**config.mk**
```make
export PLATFORM = sky130hd
export DESIGN_NAME = tag_gen_engine
export DESIGN_NICKNAME = d
export VERILOG_FILES = /design/src/rtl/tag_gen_pkg.sv /design/src/rtl/tag_block_xform.sv /design/src/rtl/tag_gen_engine.sv
export SDC_FILE = /design/constraint.sdc
export NUM_CORES = 1
export LEC_CHECK = 0
export ABC_CLOCK_PERIOD_IN_PS = 6500
export CAP_MARGIN = 5
export CORE_AREA = 4 4 99 101
export DETAILED_ROUTE_END_ITERATION = 10
export DIE_AREA = 0 0 103 105
export GPL_ROUTABILITY_DRIVEN = 1
export GPL_TIMING_DRIVEN = 1
export PLACE_DENSITY = 0.66
export SLEW_MARGIN = 20
export SYNTH_ARGS = -nofsm -noshare
export SYNTH_HDL_FRONTEND = slang
export SYNTH_HIERARCHICAL = 1
export SYNTH_SLANG_ARGS = --single-unit
```
**constraint.sdc**
```tcl
create_clock -name clk -period 6.5 [get_ports clk]
set_clock_uncertainty 0.15 [all_clocks]
set_input_delay 1.3 -clock clk [delete_from_list [all_inputs] [get_ports clk]]
set_output_delay 1.3 -clock clk [all_outputs]
set_load 0.05 [all_outputs]
```
**src/rtl/tag_gen_pkg.sv**
```systemverilog
// tag_gen_pkg: shared state encoding and key-slice width helper for the tag engine.
package tag_gen_pkg;
  typedef enum logic [1:0] {IDLE, BUSY, DONE} state_e;
  function automatic int key_slice_w(input int tag_w);
    return 1 + $clog2(tag_w);
  endfunction
endpackage

```
**src/rtl/tag_block_xform.sv**
```systemverilog
// tag_block_xform: optional invert then rotate-left of one TAG_W block.
module tag_block_xform #(
  parameter int TAG_W = 8,
  parameter int KS    = 4
) (
  input  logic [TAG_W-1:0] blk_in,
  input  logic             flip,
  input  logic [KS-2:0]    rot,
  output logic [TAG_W-1:0] blk_out
);
  logic [TAG_W-1:0]   f;
  logic [2*TAG_W-1:0] d;
  assign f = flip ? ~blk_in : blk_in;
  // Shifting the doubled word leaves the rotated value in the upper half.
  assign d = {f, f} << rot;
  assign blk_out = d[2*TAG_W-1 -: TAG_W];
endmodule

```
**src/rtl/tag_gen_engine.sv**
```systemverilog
// tag_gen_engine: iterative keyed XOR-fold tag generator, one block per cycle.
// Optional TAG_CHECK_EN adds in_exp_tag/out_mismatch comparison against an expected tag.
module tag_gen_engine
  import tag_gen_pkg::*;
#(
  parameter int DATA_W  = 32,
  parameter int TAG_W   = 8,
  parameter int NUM_BLK = DATA_W / TAG_W,
  localparam int KS     = key_slice_w(TAG_W),
  localparam int KEY_W  = NUM_BLK * KS,
  parameter logic [KEY_W-1:0] KEY_RESET = '0
) (
  input  logic              clk,
  input  logic              reset,
  input  logic              key_wr,
  input  logic [KEY_W-1:0]  key_in,
  input  logic              in_valid,
  output logic              in_ready,
  input  logic [DATA_W-1:0] in_data,
  output logic              out_valid,
  input  logic              out_ready,
  output logic [TAG_W-1:0]  out_tag
`ifdef TAG_CHECK_EN
  ,
  input  logic [TAG_W-1:0]  in_exp_tag,
  output logic              out_mismatch
`endif
);
  localparam int CW = NUM_BLK > 1 ? $clog2(NUM_BLK) : 1;
  localparam logic [CW-1:0] LAST = CW'(NUM_BLK - 1);
  state_e            state_q, state_d;
  logic [KEY_W-1:0]  key_q, key_d, snap_q, snap_d;
  logic [DATA_W-1:0] data_q, data_d;
  logic [CW-1:0]     cnt_q, cnt_d;
  logic [TAG_W-1:0]  acc_q, acc_d, tag_q, tag_d, blk, xf, nxt;
  logic [KS-1:0]     slc;
  logic              accept;
  assign blk = data_q[cnt_q*TAG_W +: TAG_W];
  assign slc = snap_q[cnt_q*KS +: KS];
  assign nxt = acc_q ^ xf;
  assign in_ready  = state_q == IDLE;
  assign out_valid = state_q == DONE;
  assign out_tag   = tag_q;
  assign accept    = in_ready && in_valid;
  tag_block_xform #(.TAG_W(TAG_W), .KS(KS)) u_xf (
    .blk_in (blk),
    .flip   (slc[KS-1]),
    .rot    (slc[KS-2:0]),
    .blk_out(xf)
  );
  always_comb begin
    state_d = state_q;
    key_d   = key_wr ? key_in : key_q;
    snap_d  = snap_q;
    data_d  = data_q;
    cnt_d   = cnt_q;
    acc_d   = acc_q;
    tag_d   = tag_q;
    if (accept) begin
      state_d = BUSY;
      data_d  = in_data;
      snap_d  = key_q;
      cnt_d   = '0;
      acc_d   = '0;
    end else if (state_q == BUSY) begin
      acc_d   = nxt;
      cnt_d   = cnt_q == LAST ? cnt_q : cnt_q + 1'b1;
      tag_d   = cnt_q == LAST ? nxt : tag_q;
      state_d = cnt_q == LAST ? DONE : BUSY;
    end else if (state_q == DONE && out_ready) begin
      state_d = IDLE;
    end
  end
  always_ff @(posedge clk) begin
    if (reset) begin
      state_q <= IDLE;
      key_q   <= KEY_RESET;
      snap_q  <= '0;
      data_q  <= '0;
      cnt_q   <= '0;
      acc_q   <= '0;
      tag_q   <= '0;
    end else begin
      state_q <= state_d;
      key_q   <= key_d;
      snap_q  <= snap_d;
      data_q  <= data_d;
      cnt_q   <= cnt_d;
      acc_q   <= acc_d;
      tag_q   <= tag_d;
    end
  end
`ifdef TAG_CHECK_EN
  logic [TAG_W-1:0] exp_q;
  logic             mis_q;
  assign out_mismatch = mis_q;
  always_ff @(posedge clk) begin
    if (reset) begin
      exp_q <= '0;
      mis_q <= 1'b0;
    end else begin
      if (accept) exp_q <= in_exp_tag;
      if (state_q == BUSY && cnt_q == LAST) mis_q <= nxt != exp_q;
    end
  end
`endif
endmodule
```
After elaboration in Yosys (flattened, before gate mapping)
Cells that the tools add are included.
- output and inout port bits: 10
- bits in registers: 84
- word-level logic and storage cells: 32
- input bits: 53
- shift-type cells: 3
- $add $sub $neg: 1
- multiplexer cells: 5
- bitwise gates (word level): 4
- reductions and logical operators: 8
- eq/ne operators: 3
- operators with widths (operator ; number):
    $shiftx 32x6->8 ; 1
    $shiftx 16x5->4 ; 1
    $shl 16x3->16 ; 1
    $mux 8 ; 1
    $not 8->8 ; 1
    $xor 8x8->8 ; 1
    $mux 2 ; 3
    $eq 2x2->1 const B ; 2
    $reduce_and 3->1 ; 1
    $reduce_bool 3->1 ; 1
    $add 2x1->2 const B ; 1
    $eq 2x1->1 const B ; 1
    $logic_and 1x1->1 ; 2
    $logic_not 2->1 ; 1
    $not 1->1 ; 2
    $reduce_and 2->1 ; 1
    $reduce_bool 2->1 ; 1
    $reduce_or 2->1 ; 1
    $mux 1 ; 1

Longest topological paths before layout
Gate-level depths: netlist of run 1.
- depth in word-level cells: 5
- depth in mapped cells: 10
- mapped depth without buffers: 7

Modules after synthesis
Netlist of run 1, hierarchy kept.
- modules (own cells, without submodules) (module ; area each (µm²) ; cells each ; seq. area each (µm²) ; instances):
    tag_gen_engine ; 3344.5 ; 366 ; 1681.6 ; 1
    tag_block_xform ; 554.3 ; 64 ; 0.0 ; 1

Worst setup path after synthesis of run 1
Ideal clock, no wire load.
- kind: reg2reg
- from: reg cnt_q[0]
- to: reg acc_q[1]
- data arrival time: 2563 ps
- buffers on the path: 3
- clock period less this slack: 2830 ps
- required time: 6233 ps
- cell stages (with the launch flop): 11
- path slack: 3670 ps
- library setup time: 117 ps
- cell sequence: dfxtp_1 buf_2 mux4_2 clkbuf_1 or3b_1 buf_1 mux2i_1 nor4_1 nand3b_1 xor2_1 nor2_1
- elaborated cells between the ends (all ways): 6
- classes of those cells: shift (3); mux (1); bitwise (2)
- RTL lines (item ; RTL line ; text):
    from (decl) ; tag_gen_engine.sv:34 ; logic [CW-1:0] cnt_q, cnt_d;
    from (signal assigned) ; tag_gen_engine.sv:88 ; cnt_q <= cnt_d;
    $shiftx 16x5->4 ; tag_gen_engine.sv:39 ; assign slc = snap_q[cnt_q*KS +: KS];
    named net slc[3] ; tag_gen_engine.sv:36 ; logic [KS-1:0] slc;
    $mux 8 ; tag_block_xform.sv:13 ; assign f = flip ? ~blk_in : blk_in;
    $shl 16x3->16 ; tag_block_xform.sv:15 ; assign d = {f, f} << rot;
    named net xf[1] ; tag_gen_engine.sv:35 ; logic [TAG_W-1:0] acc_q, acc_d, tag_q, tag_d, blk, xf, nxt;
    $xor 8x8->8 ; tag_gen_engine.sv:40 ; assign nxt = acc_q ^ xf;
    to (signal assigned) ; tag_gen_engine.sv:81 ; acc_q <= '0;
    to (signal assigned) ; tag_gen_engine.sv:89 ; acc_q <= acc_d;
    to (decl) ; tag_gen_engine.sv:35 ;
The timed path passes the listed nets, and every way through them passes these cells.
A chain may end at the register's enable or synchronous reset.

Worst setup path in the final report of run 1
- from: reg cnt_q[1]
- to: reg acc_q[6]
- elaborated cells between the ends (all ways): 6
- classes of those cells: shift (3); mux (1); bitwise (2)
- RTL lines (item ; RTL line):
    $shiftx 16x5->4 ; tag_gen_engine.sv:39
    named net slc[0] ; tag_gen_engine.sv:36
    $shl 16x3->16 ; tag_block_xform.sv:15
    named net xf[6] ; tag_gen_engine.sv:35
    $xor 8x8->8 ; tag_gen_engine.sv:40
The timed path passes the listed nets, and every way through them passes these cells.

==> results by group, run 1 <==
Run status
  – Status: finished, final reports clean

Floorplanning
  – Die Ht: 105 um
  – Die width: 103 um
  – Full die area: 10820 um^2
  – CORE AREA: 9021 um^2
  – Std cell rows: 35
  – Ports: 63
  – Initial Util: 43.22%

Worst setup path
  – CP Cell Sequence: mux4_2, mux2i_1, mux2i_1, nor4_1, nand3b_1, xor2_1, nor2_1
  – Critical path arrival: 3.55 ns
  – Crit path largest cell delay: 0.74 ns
  – CP startpoint kind: flop
  – Reg2Reg Launch Point: cnt_q[1]$_SDFFE_PP0P_
  – Worst Path Required: 6.58 ns
  – CP top delay family: multiplexers
  – CP max-delay cell: dfxtp_1
  – Critical path class: reg -> reg
  – WP buf/inv: 0
  – Nature of the critical path endpoint: flop
  – Critical path startpoint: cnt_q[1]$_SDFFE_PP0P_
  – Critical Path Most Common Cell: mux2i_1
  – Worst Path Max Fanout: 14

STA
  – Final Hold Viols: 0
  – Rel. slew slack: 37.80%
  – Setup_tns: 0 ns
  – Worst slew pin tran: 0.9301 ns
  – Unrepaired setup endpoints after global routing: no
  – Fin crit share: 53.32%
  – Min cycle time layout: 3.466 ns
  – F_max: 288.5 MHz
  – Slew Viols, Final: 0
  – Final WS setup: 3.034 ns
  – Final setup fails: 0

Drt
  – Vias after detailed routing: 3051
  – Remaining antenna violation count: 0
  – WL/cell: 14.77 um
  – Router iterations before antenna repair: 4
  – Iter 0 DRT Violations: 95
  – Residual DRC: 0
  – Vias per Instance: 5.206
  – Total wire length: 8653 um

Pwr
  – Worst VDD drop: 0.1252 mV
  – PwrDens: 242.2 nW/um^2
  – Leakage: 1.840 nW

Min path
  – Hold path start: key_q[3]$_SDFFE_PP0P_
  – Hold WC Path Type: reg -> reg

Global route
  – Overflow after GRT: 0
  – Met3 Use GR: 4.606%
  – Vias in the first global route: 2919
  – First-pass GRT wire length: 14280 um
  – M2 GR Usage: 25.66%
  – Tot GR Track Use: 16.61%
  – GRT met1 Usage: 22.44%
  – Pin count of the biggest net entering global routing: 51
  – GRT busiest layer: met2
  – Antenna violations before repair: 0

Clocking
  – Clk sinks: 84
  – Worst skew pair latency: 0.36 ns
  – Postcts setup bufs: 0
  – PostCTS Resize Cnt: 0
  – Clock slew at reported path FFs: 0.09 ns
  – CTS root buf: clkbuf_8
  – Post-CTS Hold Buffers: 0
  – CTS tree: yes
  – Max Buffers Root-to-Sink: 2
  – Number of CTS-inserted buffers: 9
  – H-Tree Level Count: 3

Synthesis
  – Dominant synthesized flop cell: dfxtp_1
  – Post-Synthesis Cells: 430
  – Syn avg cell area: 9.067 um^2
  – Yosys cell types: 28
  – Sequential share of the synthesized area: 43.13%
  – Synth warn: 6
  – Synth Register Bits: 84
  – Post-Syn Area: 3899 um^2
  – Post-synth EDFFs: 0
  – Mapped Nets: 484
  – Async set or reset register ratio after synthesis: 0%

Placement
  – DP HPWL: 6226 um
  – PortBufs: 62
  – GPL Wtd Cong: 0.7913
  – Setup WS pre-CTS: 3.085 ns

Run
  – Total of max-cap violations: 0

Layout
  – Area Growth Syn to Fin: 21.41%
  – Share of cells above drive strength 1: 6.947%
  – Layout net count: 524
  – ANT cells: 0
-- final timing paths --
kind	end	slack, ns	depth (start not counted)
setup reg to reg	acc_q[6]$_SDFFE_PP0P_	3.03	7
hold / removal	snap_q[3]$_SDFFE_PP0P_	0.30	2
setup / recovery	acc_q[6]$_SDFFE_PP0P_	3.03	7
hold reg to reg	snap_q[3]$_SDFFE_PP0P_	0.30	2
-- report_power, final --
group | switching [mW] | internal, mW | total (mW)
Sequential | 0.0202 | 0.539 | 0.560
Combinational | 0.0838 | 0.0859 | 0.170
Clock | 0.196 | 0.221 | 0.417
-- worst register-to-register path: cells and delay by family (launching register included) --
family	cells	cell delay [ns]
xor+xnor	1	0.16
flops	1	0.74
mux	3	1.44
simple gates	3	0.86
-- flip-flops by register name (all words and copies together) (netlist names) --
signal	count
acc_q	8
snap_q	16
key_q	16
data_q	32
cnt_q	2
state_q	2
out_tag	8
-- per-layer routing --
metal | up-vias | routed length (um)
met1 | 1448 | 4080
met5 | - | 0
met2 | 50 | 4113
met4 | 0 | 102
li1 | 1546 | -
met3 | 7 | 358
-- through the flow --
| step | power [mW] | utilization (%) | hold slack (ns) | area (um^2) | std cells |
|---|---|---|---|---|---|
| finish | 1.147 | 52.47 | 0.3031 | 4733 | 586 |
| global route | 1.198 | 52.47 | 0.3271 | 4733 | 586 |
| CTS | 1.160 | 52.47 | 0.3091 | 4733 | 586 |
| detailed placement | 0.7418 | 49.99 | 0.2954 | 4509 | 570 |
| global placement | 0.7393 | 49.99 | 0.2902 | 4509 | 570 |
| floorplan | 0.6847 | - | 0.2812 | 3899 | 430 |
-- synth_stat cells (2+ instances only) --
| library cell | instances | area, um^2 |
|---|---|---|
| clkbuf_1 | 20 | 75.07 |
| nor2_1 | 35 | 131.4 |
| or3b_1 | 4 | 35.03 |
| a21oi_1 | 50 | 250.2 |
| mux2i_1 | 57 | 570.6 |
| mux4_2 | 12 | 270.3 |
| nand3b_1 | 11 | 82.58 |
| a211oi_1 | 8 | 60.06 |
| buf_4 | 3 | 22.52 |
| nor4_1 | 7 | 43.79 |
| dfxtp_1 | 84 | 1682 |
| nor3b_1 | 2 | 15.01 |
| buf_6 | 2 | 22.52 |
| buf_2 | 7 | 35.03 |
| buf_1 | 3 | 11.26 |
| o21ai_0 | 2 | 10.01 |
| nand2b_1 | 2 | 12.51 |
| xor2_1 | 8 | 70.07 |
| nand2_1 | 96 | 360.4 |
| xnor2_1 | 9 | 78.83 |
-- cell families after synthesis --
family                   synth area share, %
AO/OA/AOI/OAI                          8.216
XOR/XNOR                               3.819
adder cells (fa/ha/maj)               0.3209
buffers and inverters                  4.492
flip-flops                             43.13
multiplexers                           21.57
AND/OR/NAND/NOR                        18.45
-- layout make-up --
type,instances,area (um^2)
Timing Repair Buffer,65,638.1
Clock buffer,10,127.6
Clock inverter,6,96.34
Multi-Input combinational cell,309,2047
Tap cell,111,138.9
Sequential cell,84,1682
Inverter,1,3.754
Fill cell,859,4288
-- layout by cell type, fill, tap and decap left out, types with 8 or more instances in the layout --
cell type and n:
nor2_1 35, nand2_1 96, xor2_1 8, mux4_2 12, dfxtp_1 84, a21oi_1 50, xnor2_1 9, clkdlybuf4s50_1 61
mux2i_1 57, a211oi_1 8, clkbuf_8 9, nand3b_1 11
Note: power is estimated with default switching activity, not from simulation.
==> run 2, diff against run 1 <==
ABC_CLOCK_PERIOD_IN_PS = 3300   (was 6500)
clock period = 3.3 ns   (was 6.5 ns; I/O delays follow)
==> results by group, run 2 (synthesis results as in run 1) <==
Worst setup path
  – Worst Path Max Fanout: 9 (-5)
  – Worst Path Required: 3.38 ns (-3.20 ns)
  – Critical path arrival: 3.02 ns (-0.53 ns)
  – Worst Reg-to-Reg Cells: 8 (+1)
  – Critical path class: reg -> reg
  – Nature of the critical path endpoint: flop
  – Reg2Reg Launch Point: cnt_q[0]$_SDFFE_PP0P_
  – Worst R2R End: acc_q[1]$_SDFFE_PP0P_
  – Worst reg2reg setup slack: 0.36 ns (-2.67 ns)
  – CP startpoint kind: flop

Pwr
  – Clock network fraction of design power: 36.3% (about the same)
  – PwrDens: 472.7 nW/um^2 (+95%)
  – Leakage: 1.870 nW (+1.6%)
  – Net Sw Frac: 25.42% (-0.75 points)
  – Pint: 1.682 mW (+99%)
  – Sw power: 0.5732 mW (+91%)
  – Sequential power share: 48.6% (-0.2 points)
  – Worst VDD drop: 0.2500 mV (+100%)
  – Logic pwr share: 15.0% (+0.2 points)
  – Total Power: 2.255 mW (+97%)

Global route
  – Vias in the first global route: 2989 (+2.4%)
  – First-pass GRT wire length: 14200 um (-0.53%)
  – Tot GR Track Use: 16.32% (-0.29 points)
  – Pin count of the biggest net entering global routing: 49 (-3.9%)
  – Overflow after GRT: 0 (unchanged)
  – Antenna violations before repair: 0 (unchanged)

STA
  – Final setup fails: 0 (unchanged)
  – Worst slew pin tran: 0.6486 ns (-0.2815 ns)
  – Fin crit share: 89.08% (+36 points)
  – Slew Viols, Final: 0 (unchanged)
  – Unrepaired setup endpoints after global routing: no
  – F_max: 340.2 MHz (+18%)
  – Rel. slew slack: 55.52% (+18 points)
  – Setup_tns: 0 ns (unchanged)
  – Final WS setup: 0.3604 ns (-2.674 ns)
  – Final Hold Viols: 0 (unchanged)
  – Min cycle time layout: 2.940 ns (-0.5264 ns)

Drt
  – Iter 0 DRT Violations: 108 (+14%)
  – WL/cell: 14.35 um (-2.8%)
  – Router iterations before antenna repair: 4 (unchanged)
  – Vias after detailed routing: 3085 (+1.1%)
  – Residual DRC: 0 (unchanged)
  – Vias per Instance: 5.220 (+0.26%)
  – Remaining antenna violation count: 0 (unchanged)
  – Total wire length: 8482 um (-2.0%)

Placement
  – GPL Wtd Cong: 0.8347 (+5.5%)
  – Dpl cell area: 4547 um^2 (+0.83%)
  – Placed cells: 575 (+0.88%)
  – DP HPWL: 6206 um (-0.32%)
  – PortBufs: 62 (unchanged)
  – Setup WS pre-CTS: 0.4138 ns (-2.671 ns)

Layout
  – Largest register FFs: 32 (unchanged)
  – Layout net count: 529 (+0.95%)
  – Share of cells above drive strength 1: 8.125% (+1.2 points)
  – Top Registers: data_q x32, key_q x16, snap_q x16
  – Design area: 4771 um^2 (+0.79%)
  – Commonest cells after routing, fill and taps aside: 96 x nand2_1, 84 x dfxtp_1, 61 x clkdlybuf4s50_1, 57 x mux2i_1, 50 x a21oi_1
  – Fillers: 860 (+0.12%)
  – Area Growth Syn to Fin: 22.37%
  – ANT cells: 0 (unchanged)
  – Largest register by flop count: data_q
  – Commonest non-fill, non-tap cell in the layout: nand2_1
  – Post-route insts no fill: 591 (+0.85%)

Clocking
  – Clock slew at reported path FFs: 0.09 ns (about the same)
  – Number of CTS-inserted buffers: 9 (unchanged)
  – CTS tree: yes
  – Clk sinks: 84 (unchanged)
  – PostCTS Resize Cnt: 0 (unchanged)
  – Worst skew pair latency: 0.36 ns (about the same)
  – Post-CTS Hold Buffers: 0 (unchanged)
  – H-Tree Level Count: 3 (unchanged)
  – CTS root buf: clkbuf_8
  – Postcts setup bufs: 0 (unchanged)
  – Max Buffers Root-to-Sink: 2 (unchanged)

Floorplanning
  – Initial Util: 43.22% (unchanged)
  – Die width: 103 um (unchanged)
  – Die Ht: 105 um (unchanged)
  – CORE AREA: 9021 um^2 (unchanged)
  – Full die area: 10820 um^2 (unchanged)
  – Ports: 63 (unchanged)
  – Std cell rows: 35 (unchanged)

Min path
  – Worst Hold Path Cells: 2 (unchanged)
  – Hold WC Path Type: reg -> reg
  – WHS Endpoint: snap_q[5]$_SDFFE_PP0P_
  – Hold path start: key_q[5]$_SDFFE_PP0P_

Run status
  – Status: finished, final reports clean

Run
  – Total of max-cap violations: 0 (unchanged)
-- run 2: through the flow --
stage	hold WS (ns)	util, %
final	0.2989	52.88
after global routing	0.3284	52.88
after CTS	0.3048	52.88
after detailed placement	0.2995	50.40
after global placement	0.2919	50.40
after floorplan	0.2812	-
-- run 2: power by group through the flow --
stage,clock network [mW],logic [mW],registers [mW]
3_5_place_dp,0,0.341,1.12
4_1_cts,0.837,0.343,1.10
6_report,0.819,0.339,1.10
3_3_place_gp,0,0.334,1.12
5_1_grt,0.883,0.375,1.10
2_1_floorplan,0,0.242,1.11
-- run 2: how the worst max path moves through the flow --
| stage | from | depth (start not counted) | end | slack, ns |
|---|---|---|---|---|
| 2_1_floorplan | cnt_q[0]$_SDFFE_PP0P_ | 10 | acc_q[1]$_SDFFE_PP0P_ | 0.47 |
| 3_3_place_gp | cnt_q[0]$_SDFFE_PP0P_ | 8 | acc_q[1]$_SDFFE_PP0P_ | 0.47 |
| 3_5_place_dp | cnt_q[0]$_SDFFE_PP0P_ | 8 | acc_q[4]$_SDFFE_PP0P_ | 0.41 |
| 4_1_cts | cnt_q[0]$_SDFFE_PP0P_ | 8 | acc_q[1]$_SDFFE_PP0P_ | 0.40 |
| 5_1_grt | cnt_q[0]$_SDFFE_PP0P_ | 8 | acc_q[1]$_SDFFE_PP0P_ | 0.12 |
| 6_report | cnt_q[0]$_SDFFE_PP0P_ | 8 | acc_q[1]$_SDFFE_PP0P_ | 0.36 |
-- run 2: metal layers --
metal / wire length (um) / share of wire, % / vias to the layer above / track usage (%)
li1: - / - / 1567 / -
met4: 122 / 1.4 / 0 / 6.568
met3: 321 / 3.8 / 9 / 3.071
met5: 0 / 0 / - / 0
met1: 4045 / 48 / 1454 / 22.89
met2: 3992 / 47 / 55 / 24.47
-- run 2: cell type report --
type,count,area [um^2],area share [%]
inverters,1,3.754,0.07868
clock buffers,10,137.6,2.885
flip-flops and latches,84,1682,35.25
well taps,111,138.9,2.911
clock inverters,6,86.33,1.810
repair buffers,70,675.6,14.16
multi-input cells,309,2047,42.91
-- run 2: critical path, stage by stage (launching register included) --
cell      delay, ns
dfxtp_1        0.34
buf_4          0.21
mux4_2         0.53
mux2i_1        0.51
mux2i_1        0.15
nor4_1         0.56
nand3b_1       0.16
xor2_1         0.16
nor2_1         0.05
==> RTL edit 1: new RTL, flow settings as in run 2 <==
Build with the macro `TAG_CHECK_EN` defined.
--- a/src/rtl/tag_gen_engine.sv
+++ b/src/rtl/tag_gen_engine.sv
@@ -2,2 +2,4 @@
 // Optional TAG_CHECK_EN adds in_exp_tag/out_mismatch comparison against an expected tag.
+`define TAG_CHECK_EN
+
 module tag_gen_engine
Ports: changed (added in_exp_tag and out_mismatch); port bits go from 63 to 72. No check against the original RTL was run, so the function may have changed too.
==> RTL edit 1 against run 2 <==
Global-route usage up 2.3 points; largest cell class unchanged; sequential share of layout area shrank 0.88 points; utilization increased by 7.2 points; power increased by 3.0%; design area is 14% higher; sequential cell count rose by 9; cell count up 12%; routed wire length increased by 13%; non-clock buffer count is 24 higher; fmax shrank 1.4%; critical path depth increased by 1; synthesized area is 14% higher; worst setup slack got worse by 41 ps.
==> RTL edit 1: results (changes against run 2) <==
stage	metric	value	unit	change
logic_synthesis	ys_seq_area_share	42.0	%	was 43.1%
setup_path	path_delay_family	simple AND/OR/NAND/NOR gates		was multiplexers
drt	wire_per_inst	14.5	µm	was 14.4 µm
grt	grt_first_pass_wirelength	16.2	mm	was 14.2 mm
pwr	clkPwrFrac	29.4	%	was 36.3%
placed_design	place_area	0.00524	mm²	was 0.00455 mm²
drt	wl_met1	4.41	mm	was 4.05 mm
grt	grt_use_met3	4.01	%	was 3.07%
grt	grt_max_degree	84		was 49
setup_path	ff2ff_setup_slack	320	ps	was 360 ps
grt	grt_use_met1	25.3	%	was 22.9%
drt	wl_met3	427	µm	was 321 µm
cells_and_area	final_cells	661		was 591
timing	holdWs	308	ps	was 299 ps
placed_design	dp.cells	645		was 575
logic_synthesis	synth.net_count	540		was 484
setup_path	worstPathArrival	3110	ps	was 3020 ps
logic_synthesis	synthTopCellsByArea	dfxtp_1 42%, mux2i_1 13%, nand2_1 9.5%		was dfxtp_1 43%, mux2i_1 15%, nand2_1 9.2%
setup_path	crit_path_max_incr_delay	600	ps	was 560 ps
pwr	peakVddDrop	0.000263	V	was 0.000250 V
logic_synthesis	yosys.cell_types.count	33		was 28
timing	max_freq	336	MHz	was 340 MHz
setup_path	crit_end	out_mismatch$_SDFFE_PP0P_		was acc_q[1]$_SDFFE_PP0P_
pwr	p_per_area	429	mW/mm²	was 473 mW/mm²
drt	wl_met2	4.54	mm	was 3.99 mm
placed_design	hpwl	6.99	mm	was 6.21 mm
outcome	status	finished, final reports clean		unchanged
placed_design	pre_cts_ws	349	ps	was 414 ps
setup_path	crit_slowest_cell	mux4_2		was nor4_1
grt	grtUsageTotal	18.7	%	was 16.3%
cells_and_area	drive_gt1_share	9.64	%	was 8.13%
pwr	netSwitchingPower	0.630	mW	was 0.573 mW
drt	drtIter0Drc	107		was 108
logic_synthesis	synth_common_cells	112 x nand2_1, 93 x dfxtp_1, 58 x a21oi_1		was 96 x nand2_1, 84 x dfxtp_1, 57 x mux2i_1
worst_hold_path	min_from	data_q[19]$_SDFFE_PP0P_		was key_q[5]$_SDFFE_PP0P_
pwr	pwr-share-comb	18.4	%	was 15.0%
setup_path	ff2ff_path_depth	9		was 8
==> RTL edit 1: cell count changes after synthesis, moves of 2 or more <==
cell / run 2 / this run
buf_6: 2 / 5
a21oi_1: 50 / 58
clkbuf_1: 20 / 18
dfxtp_1: 84 / 93
nand2_1: 96 / 112
xnor3_1: 0 / 8
buf_4: 3 / 7
==> RTL edit 1: area by class of cell <==
cell class,instances,area [µm²]
fill,828,3600
inverter,1,3.75
multi-input combinational,346,2360
tap,111,139
timing repair buffer,94,878
sequential,93,1860
clock buffer,10,128
clock inverter,6,47.5
==> RTL edit 1: logic make-up (layout without fill, tap and decap cells) <==
group / after synthesis / in the layout / share of synthesized area [%]
AOI/OAI and AO/OA: 69 / 69 / 8.32
xor gates and xnor gates: 25 / 25 / 7.42
adders and majority gates: 1 / 1 / 0.282
buffers and inverters: 39 / 111 / 4.91
DFF: 93 / 93 / 42.0
muxes: 69 / 69 / 19.0
and+or+nand+nor: 182 / 182 / 18.1
==> RTL edit 2: new RTL, config.mk and constraints of run 2 <==
Without the edit above. Take the reset off `data_q` and `tag_q` and load them in a clocked block of their own.
--- a/src/rtl/tag_gen_engine.sv
+++ b/src/rtl/tag_gen_engine.sv
@@ -78,6 +78,4 @@
       snap_q  <= '0;
-      data_q  <= '0;
       cnt_q   <= '0;
       acc_q   <= '0;
-      tag_q   <= '0;
     end else begin
@@ -86,7 +84,10 @@
       snap_q  <= snap_d;
-      data_q  <= data_d;
       cnt_q   <= cnt_d;
       acc_q   <= acc_d;
-      tag_q   <= tag_d;
     end
+  end
+
+  always_ff @(posedge clk) begin
+    data_q <= data_d;
+    tag_q  <= tag_d;
   end
Formal check against the unedited RTL: not equivalent (Yosys sat finds a counterexample within 10 cycles, from zero or initial values and one cycle with reset high; the reset may be asserted at any time).
==> RTL edit 2 against run 2 <==
Power up 1.3%; design area down 1.4%; worst setup slack worse by 210 ps; synthesized area down 2.9%; routed wire length down 12%; die area unchanged; sequential cell count unchanged; critical path type unchanged; highest routed layer unchanged.
==> RTL edit 2: results (changes against run 2) <==
stage	metric	value	unit	change
grt	grt_max_degree	49		unchanged
placed_design	dp.cells	463		was 575
timing	tightest_slew	675	ps	was 649 ps
clock_network	cts-root-buf	clkbuf_8		unchanged
clock_network	clkLatencyLatePin	350	ps	
cells_and_area	reg_top3	data_q x32, key_q x16, snap_q x16		unchanged
clock_network	cts-resized-gates	0		unchanged
logic_synthesis	netlist_instances	304		was 430
grt	grt_pass1_vias	2450		was 2989
cells_and_area	drive_gt1_share	12.8	%	was 8.13%
drt	wire_per_inst	15.6	µm	was 14.4 µm
logic_synthesis	yosys.cell_types.count	28		unchanged
logic_synthesis	ys_seq_area_share	55.0	%	was 43.1%
grt	antenna_found_initial	0		unchanged
drt	drtIter0Drc	92		was 108
logic_synthesis	synth.net_count	358		was 484
outcome	status	finished, final reports clean		unchanged
setup_path	path_max_fanout	8		was 9
logic_synthesis	synth-edff-count	40		was 0
logic_synthesis	async_flop_share	0	%	unchanged
timing	setup_tns	0	ps	unchanged
grt	grtUsageTotal	14.7	%	was 16.3%
placed_design	io_buffers	62		unchanged
logic_synthesis	synth_ff_type	dfxtp_1		unchanged
logic_synthesis	yosys_warnings	6		unchanged
drt	first_pass_iters	4		unchanged
placed_design	globalplace.congestion	0.763		was 0.835
cells_and_area	fin_nets	417		was 529
pwr	p_leak	1.75	nW	was 1.87 nW
logic_synthesis	synthTopCellsByArea	edfxtp_1 32%, dfxtp_1 23%, mux2i_1 15%		was dfxtp_1 43%, mux2i_1 15%, nand2_1 9.2%
grt	grt_first_pass_wirelength	12.4	mm	was 14.2 mm
cells_and_area	final_cells	479		was 591
cells_and_area	nFillCells	806		was 860
drt	via_per_inst	5.10		was 5.22
pwr	peakVddDrop	0.000207	V	was 0.000250 V
setup_path	worstPathArrival	3220	ps	was 3020 ps
placed_design	hpwl	5.30	mm	was 6.21 mm
logic_synthesis	synth_common_cells	57 x mux2i_1, 44 x dfxtp_1, 40 x edfxtp_1		was 96 x nand2_1, 84 x dfxtp_1, 57 x mux2i_1
-- RTL edit 2: path summary, 6_finish.rpt --
| check | from | endpoint | slack [ps] | cells past startpoint |
|---|---|---|---|---|
| worst max register to register | cnt_q[1]$_SDFFE_PP0P_ | acc_q[5]$_SDFFE_PP0P_ | 150 | 7 |
| worst min register to register | snap_q[6]$_SDFFE_PP0P_ | snap_q[6]$_SDFFE_PP0P_ | 300 | 2 |
| worst max-delay path | cnt_q[1]$_SDFFE_PP0P_ | acc_q[5]$_SDFFE_PP0P_ | 150 | 7 |
| worst min-delay path | snap_q[6]$_SDFFE_PP0P_ | snap_q[6]$_SDFFE_PP0P_ | 300 | 2 |
-- RTL edit 2: cells by family after synthesis --
logic type,share of synthesized area (%)
buffers and inverters,3.37
DFF,55.0
AOI/OAI and AO/OA,3.54
adders and majority gates,0.330
xor gates and xnor gates,3.93
muxes,22.2
and+or+nand+nor,11.6
-- RTL edit 2: cell type report --
| type | instances | area share, % |
|---|---|---|
| Sequential cell | 84 | 44.2 |
| Multi-Input combinational cell | 196 | 33.6 |
| Timing Repair Buffer | 70 | 14.5 |
| Clock buffer | 11 | 3.24 |
| Tap cell | 111 | 2.95 |
| Clock inverter | 5 | 1.25 |
| Inverter | 2 | 0.266 |
-- RTL edit 2: metal layers --
metal | wire length (µm) | GRT usage (%) | part of all wire [%] | vias to the layer above
li1 | - | - | - | 1212
met5 | 0 | 0 | 0 | -
met2 | 3540 | 21.9 | 47 | 57
met1 | 3480 | 20.5 | 47 | 1160
met3 | 338 | 4.01 | 4.5 | 12
met4 | 116 | 4.90 | 1.6 | 0
-- RTL edit 2: metrics by stage --
step / utilization (%) / hold WS (ps) / cell area [µm²] / worst slack (ps)
2_1_floorplan: - / 281 / 3790 / 552
3_3_place_gp: 49.8 / 294 / 4490 / 361
3_5_place_dp: 49.8 / 294 / 4490 / 244
4_1_cts: 52.1 / 305 / 4700 / 221
5_1_grt: 52.2 / 335 / 4710 / 3.72
6_report: 52.2 / 303 / 4710 / 150
-- RTL edit 2: worst max-delay path, stage by stage (launching register included) --
cell and delay (ps):
dfxtp_1 450, mux4_2 690, mux2i_1 550, mux2i_1 170, nor4_1 590, nand3b_1 180
xor2_1 190, nor2_1 60
-- RTL edit 2: power by group --
group | switching, mW | leakage, nW | total, mW | internal (mW)
logic | 0.161 | 0.900 | 0.333 | 0.172
registers | 0.0264 | 0.738 | 1.18 | 1.16
clock network | 0.371 | 0.109 | 0.769 | 0.398
total | 0.558 | 1.75 | 2.28 | 1.73
